**src/rtl/mips_multicycle_ctrl.sv**
```systemverilog
// mips_multicycle_ctrl: multicycle MIPS control FSM with ready-handshake memory and bounded wait
module mips_multicycle_ctrl #(
  parameter int FUNCT_W  = 6,
  parameter int MAX_WAIT = 15,
  parameter bit ENABLE_J = 1'b1
) (
  input  logic               clk,
  input  logic               rst_n,
  input  logic [31:0]        instr,
  input  logic               mem_ready,
  input  logic               zero,
  output logic               iord,
  output logic               mem_read,
  output logic               mem_write,
  output logic               ir_write,
  output logic               pc_write,
  output logic [1:0]         pc_source,
  output logic               alu_src_a,
  output logic [1:0]         alu_src_b,
  output logic [FUNCT_W-1:0] alu_ctrl,
  output logic               reg_dst,
  output logic               mem_to_reg,
  output logic               reg_write,
  output logic               instr_done,
  output logic               illegal,
  output logic               mem_err,
  output logic [3:0]         state
);
  typedef enum logic [3:0] {
    FETCH, DECODE, EXEC_R, RWB, MEMADR, MEMRD, MEMWB, MEMWR, BRANCH, ADDI_EX, ADDI_WB, JUMP
  } state_t;
  localparam logic [FUNCT_W-1:0] ALU_ADD = FUNCT_W'(6'b100000);
  localparam logic [FUNCT_W-1:0] ALU_SUB = FUNCT_W'(6'b100010);
  localparam logic [7:0] LAST = 8'(MAX_WAIT - 1);
  state_t st, nxt;
  logic [7:0] cnt;
  logic [5:0] op;
  logic mem_st, tmo, hold, unused_bits;
  assign op = instr[31:26];
  assign unused_bits = ^instr[25:FUNCT_W];
  // the wait counter restarts on every state entry, including FETCH re-entered after a timeout
  assign mem_st = st == FETCH || st == MEMRD || st == MEMWR;
  assign tmo = mem_st && !mem_ready && cnt == LAST;
  assign hold = mem_st && !mem_ready && !tmo;
  assign state = rst_n ? st : 4'd0;
  always_ff @(posedge clk)
    if (!rst_n) begin
      st <= FETCH;
      cnt <= '0;
    end else begin
      st <= nxt;
      cnt <= hold ? cnt + 8'd1 : 8'd0;
    end
  always_comb begin
    iord = 1'b0;
    mem_read = 1'b0;
    mem_write = 1'b0;
    ir_write = 1'b0;
    pc_write = 1'b0;
    pc_source = 2'd0;
    alu_src_a = 1'b0;
    alu_src_b = 2'd0;
    alu_ctrl = '0;
    reg_dst = 1'b0;
    mem_to_reg = 1'b0;
    reg_write = 1'b0;
    instr_done = 1'b0;
    illegal = 1'b0;
    mem_err = 1'b0;
    nxt = FETCH;
    if (rst_n) begin
      case (st)
        FETCH: begin
          mem_read = 1'b1;
          alu_src_b = 2'd1;
          alu_ctrl = ALU_ADD;
          ir_write = mem_ready;
          pc_write = mem_ready;
          nxt = mem_ready ? DECODE : FETCH;
        end
        DECODE: begin
          alu_src_b = 2'd3;
          alu_ctrl = ALU_ADD;
          case (op)
            6'b000000: nxt = EXEC_R;
            6'b100011, 6'b101011: nxt = MEMADR;
            6'b000100, 6'b000101: nxt = BRANCH;
            6'b001000: nxt = ADDI_EX;
            6'b000010: nxt = ENABLE_J ? JUMP : FETCH;
            default: nxt = FETCH;
          endcase
          illegal = nxt == FETCH;
          instr_done = nxt == FETCH;
        end
        EXEC_R: begin
          alu_src_a = 1'b1;
          alu_ctrl = instr[FUNCT_W-1:0];
          nxt = RWB;
        end
        RWB: begin
          reg_write = 1'b1;
          reg_dst = 1'b1;
          instr_done = 1'b1;
        end
        MEMADR: begin
          alu_src_a = 1'b1;
          alu_src_b = 2'd2;
          alu_ctrl = ALU_ADD;
          nxt = op == 6'b101011 ? MEMWR : MEMRD;
        end
        MEMRD: begin
          iord = 1'b1;
          mem_read = 1'b1;
          nxt = mem_ready ? MEMWB : MEMRD;
        end
        MEMWB: begin
          reg_write = 1'b1;
          mem_to_reg = 1'b1;
          instr_done = 1'b1;
        end
        MEMWR: begin
          iord = 1'b1;
          mem_write = 1'b1;
          alu_ctrl = ALU_ADD;
          instr_done = mem_ready;
          nxt = mem_ready ? FETCH : MEMWR;
        end
        BRANCH: begin
          alu_src_a = 1'b1;
          alu_ctrl = ALU_SUB;
          pc_source = 2'd1;
          pc_write = op[0] ? !zero : zero;
          instr_done = 1'b1;
        end
        ADDI_EX: begin
          alu_src_a = 1'b1;
          alu_src_b = 2'd2;
          alu_ctrl = ALU_ADD;
          nxt = ADDI_WB;
        end
        ADDI_WB: begin
          reg_write = 1'b1;
          instr_done = 1'b1;
        end
        JUMP: begin
          pc_source = 2'd2;
          pc_write = 1'b1;
          instr_done = 1'b1;
        end
        default: nxt = FETCH;
      endcase
      if (tmo) begin
        mem_err = 1'b1;
        instr_done = 1'b1;
        nxt = FETCH;
      end
    end
  end
endmodule

```
**config.mk**
```make
export PLATFORM = sky130hd
export DESIGN_NAME = mips_multicycle_ctrl
export DESIGN_NICKNAME = d
export VERILOG_FILES = /design/src/rtl/mips_multicycle_ctrl.sv
export SDC_FILE = /design/constraint.sdc
export NUM_CORES = 1
export LEC_CHECK = 0
export ABC_CLOCK_PERIOD_IN_PS = 1800
export BUFFER_PORTS_ARGS = -buffer_cell sky130_fd_sc_hd__buf_2
export CORE_MARGIN = 10
export CORE_UTILIZATION = 30
export DETAILED_ROUTE_END_ITERATION = 12
export PLACE_DENSITY_LB_ADDON = 0.12
export SYNTH_ARGS = -nofsm -noshare
export SYNTH_HDL_FRONTEND = slang
export SYNTH_SLANG_ARGS = --single-unit
```
**constraint.sdc**
```tcl
create_clock -name clk -period 1.8 [get_ports clk]
set_input_delay 0.18 -clock clk [delete_from_list [all_inputs] [get_ports clk]]
set_output_delay 0.18 -clock clk [all_outputs]
set_load 0.02 [all_outputs]
```
Word-level counts from Yosys, hierarchy flattened:

Cells that the tools add are included.

* eq/ne operators: 18
* bitwise gates (word level): 1
* muxes and demuxes: 41
* add/subtract/negate cells: 1
* reduce and logical (&&, ||, !) cells: 22

Operators with widths (number)
* $pmux 4 s7: 1
* $mux 1: 25
* $pmux 4 s5: 1
* $pmux 6 s3: 1
* $eq 4x3->1 const B: 4
* $eq 4x4->1 const B: 4
* $eq 6x3->1 const B: 2
* $eq 6x6->1 const B: 2
* $mux 4: 3
* $reduce_or 2->1: 6
* $reduce_or 5->1: 2
* $add 8x1->8 const B: 1
* $eq 4x2->1 const B: 2
* $eq 8x4->1 const B: 1
* $logic_not 4->1: 2
* $mux 2: 4
* $eq 6x2->1 const B: 1
* $eq 6x4->1 const B: 1
* $logic_not 6->1: 1
* $mux 6: 1
* $pmux 1 s3: 2
* $pmux 2 s3: 1
* $eq 4x1->1 const B: 1
* $pmux 2 s2: 1
* 8 further kinds: 13

* flip-flop bits (word level): 12
* bits of input ports: 36
* output and inout port bits: 26
* logic and storage cells: 85

Logic depth before layout (Yosys ltp):

* word-level depth: 9
* depth in mapped cells: 6
* gate-level depth less buffers: 5

Worst setup path after synthesis:

No wires, ideal clock.

* kind: register to output
* start point: register st[1]
* end point: output instr_done
* path buffers: 1
* required time: 1.620 ns
* arrival: 1.696 ns
* setup slack: -0.076 ns
* stages on the path, launching flop included: 6
* path through: dfxtp_1 > buf_6 > nor4b_4 > nand2_2 > nor4b_4 > or3b_1

* longest elaborated chain between the ends: 7
* elaborated cells between the ends (all ways): 17
* classes of those cells: eq/ne: 8; mux: 3; reduce/logical: 6

RTL lines
* from (decl): line 35 `state_t st, nxt;`
* from (signal assigned): line 51 `st <= nxt;`
* parallel branches: the longest is 5 deep, another holds $reduce_or 5->1
* $mux 1 *: line 152 `if (tmo) begin`
* $mux 1 *: line 71 `if (rst_n) begin`
* to (decl): line 24 `output logic instr_done,`

Mark *: on every way between the ends.

Worst setup path in the final report:

* start point: register st[2]
* end point: output instr_done

The elaborated chain is that of the path after synthesis.

==> impl_metrics.yaml <==
outcome:
  status: "finished, violations left"
  violations: "negative setup slack"
cells_and_area:
  layout-drive-gt1-share: 0.442
  post-route-util: 0.467
  seqCellArea_um2: 253
  layout.nets: 238
  n_fill_cell: 355
  area_growth_pct: 46.6
  multi_input_area_um2: 816
  stdcell_count: 245
  n_antenna_cell: 0
timing:
  finalSetupViolCount: 2
  finalSetupTns_ps: -153
  max_slew_margin: 0.734
  finClkSkew_ps: 5.44
  rsz0062_at_grt: "true"
  worst_slew_pin_slew_ps: 393
  max_freq_mhz: 521
  fin_crit_sh: 1.07
  drv_slew: 0
  setup_ws_ps: -119
  min_period_ps: 1920
  hold_viol: 0
yosys:
  yosysTopAreaCellShare: 0.221
  synth_edf_count: 0
  ys_ff_latch: 12
  synth_nets: 181
  syn-mean-instance-area_um2: 7.60
  yosysTopAreaCell: "dfxtp_1"
  synth.cell_area_mm2: 0.00109
  synthCells: 143
  synth_ff_type: "dfxtp_1"
  ys_types: 45
  async_flop_share: 0
  synthTopCellsByArea: "dfxtp_1 (22%), nor2_1 (6.6%), xor2_1 (6.4%)"
  seq_area_frac_synth: 0.221
  synth-warning-count: 0
routing:
  post-route-drc-count: 0
  drt-pass1-iter-count: 4
  drtIter0Drc: 48
  ant_nets: 0
  wl_mm: 3.50
  wire_per_inst_um: 14.3
  viasPerCell: 5.05
  vias: 1238
placement:
  gp_congestion: 0.814
  dp_hpwl_mm: 2.74
  place_inst: 231
  port_buffers: 41
floorplan:
  ios: 62
  row_count: 21
  dieArea_mm2: 0.00643
  die_h_um: 80.2
  start_util: 0.318
  die_w_um: 80.2
  coreArea_mm2: 0.00342
global_routing:
  antenna_found_initial: 0
  grt_overflow: 0
  grt_util_all_layers: 0.0998
  grt_pass1_vias: 1119
  grt_max_degree: 19
  grt_pass1_wl_mm: 5.30
power_and_ir_drop:
  netSwitchingPower_w: 0.000196
  leakage_nw: 0.769
  power.density_mw_per_mm2: 411
  totalPowerFinal_w: 0.000655
  clockPowerShare: 0.337
  combPwrFrac: 0.248
  power_frac_seq: 0.416
  switching_share: 0.299
  irDropWorstVdd_v: 0.000344
  power.internal_w: 0.000459
cts:
  cts_htree_levels: 1
  clk_pin_slew_worst_paths_ps: 80
  cts_max_path_buffers: 2
  cts_root_buffer: "clkbuf_4"
  cts_hold_buf: 0
  cts_sinks: 12
  clk_latency_ps: 280
  cts_made_buffers: 3
  cts_tree: "yes"
setup_path:
  path_max_fanout: 10
  critPathLaunchType: "flip-flop"
  endpoint_kind: "output pin"
  worstSetupPathType: "reg2out"
  critPathArrivalTime_ps: 1740
  critPathRequiredTime_ps: 1620
run:
  maxCapViolations: 0
min_path:
  hold_class: "in2reg"
[placed cells by master, fill, tap and decap left out, types with 4 or more instances in the layout]
master | Yosys | routed
nand4_1 | 4 | 4
nor3_1 | 6 | 6
a21oi_1 | 4 | 4
buf_2 | 4 | 32
and2_1 | 10 | 10
dfxtp_1 | 12 | 8
nor2_1 | 19 | 17
inv_1 | 6 | 6
buf_4 | 1 | 24
nand2_1 | 7 | 5
o21ai_0 | 6 | 5
xor2_1 | 8 | 8
nand2b_1 | 5 | 5
nand3_1 | 5 | 5
[Yosys cell counts (all sizes together) (2+ instances only)]
| cell type | number |
|---|---|
| nor2 | 19 |
| dfxtp | 12 |
| and2 | 11 |
| buf | 8 |
| nand2 | 8 |
| xor2 | 8 |
| o21ai | 7 |
| inv | 6 |
| nor3 | 6 |
| nand2b | 5 |
| nand3 | 5 |
| a21oi | 4 |
| and3 | 4 |
| nand4 | 4 |
| a211oi | 3 |
| nor2b | 3 |
| a21o | 2 |
| a22oi | 2 |
| and3b | 2 |
| ha | 2 |
| nor4 | 2 |
| nor4b | 2 |
| o211ai | 2 |
| xnor2 | 2 |
[area by class of cell]
type,instances,area share
Inverter,6,0.0141
Sequential cell,12,0.159
Multi-Input combinational cell,116,0.512
Timing Repair Buffer,61,0.257
Clock buffer,4,0.0228
Tap cell,46,0.0361
[cell families after synthesis]
| family | synth area share |
|---|---|
| and+or+nand+nor | 0.413 |
| AOI/OAI and AO/OA | 0.182 |
| buffers and inverters | 0.0805 |
| xor gates and xnor gates | 0.0806 |
| adders and majority gates | 0.0230 |
| DFF | 0.221 |
[per-layer routing]
layer | share of wire | track usage
met1 | 0.42 | 0.122
met2 | 0.47 | 0.161
met3 | 0.10 | 0.0278
met4 | 0.0089 | 0.0370
met5 | 0 | 0
[final timing paths]
| path | startpoint | end | slack [ps] | cells after the start |
|---|---|---|---|---|
| worst max register to register | st[2] | cnt[4] | 310 | 6 |
| worst max-delay path | st[2] | instr_done | -120 | 6 |
| worst min-delay path | mem_ready | st[0] | 200 | 3 |
| worst min register to register | cnt[0] | cnt[0] | 480 | 1 |
[power by group through the flow]
stage                     Combinational [W]  Clock (W)  Sequential (W)
final                              0.000162   0.000221        0.000272
after global routing               0.000178   0.000238        0.000274
after CTS                          0.000156   0.000223        0.000275
after detailed placement           0.000146          0        0.000282
after global placement             0.000144          0        0.000282
after floorplan                   0.0000892          0        0.000279
[metrics by stage]
stage | setup slack, ps | hold WS (ps) | instance area [µm²]
floorplan | 43.0 | 324 | 1090
global placement | 110 | 461 | 1360
detailed placement | 80.0 | 468 | 1360
CTS | -138 | 193 | 1460
global route | -191 | 217 | 1590
finish | -119 | 196 | 1590
[flip-flops by register name (all words and copies together) (netlist names)]
register and count:
cnt 8, st 4
[repair_timing]
| action | CTS | global route |
|---|---|---|
| endpoints found under the setup margin | 12 | 11 |
| gates resized for setup | 18 | 21 |
| setup buffers | 2 | 8 |
| pin swaps | 6 | 4 |
[worst max-delay path, cell delays in order (launching register included)]
cell and delay, ps:
dfxtp_4 370, buf_12 130, and2_4 150, o211ai_2 190, nor2_2 70, or3b_4 400, buf_6 140
No activity file was read; power rests on OpenSTA's default activity.
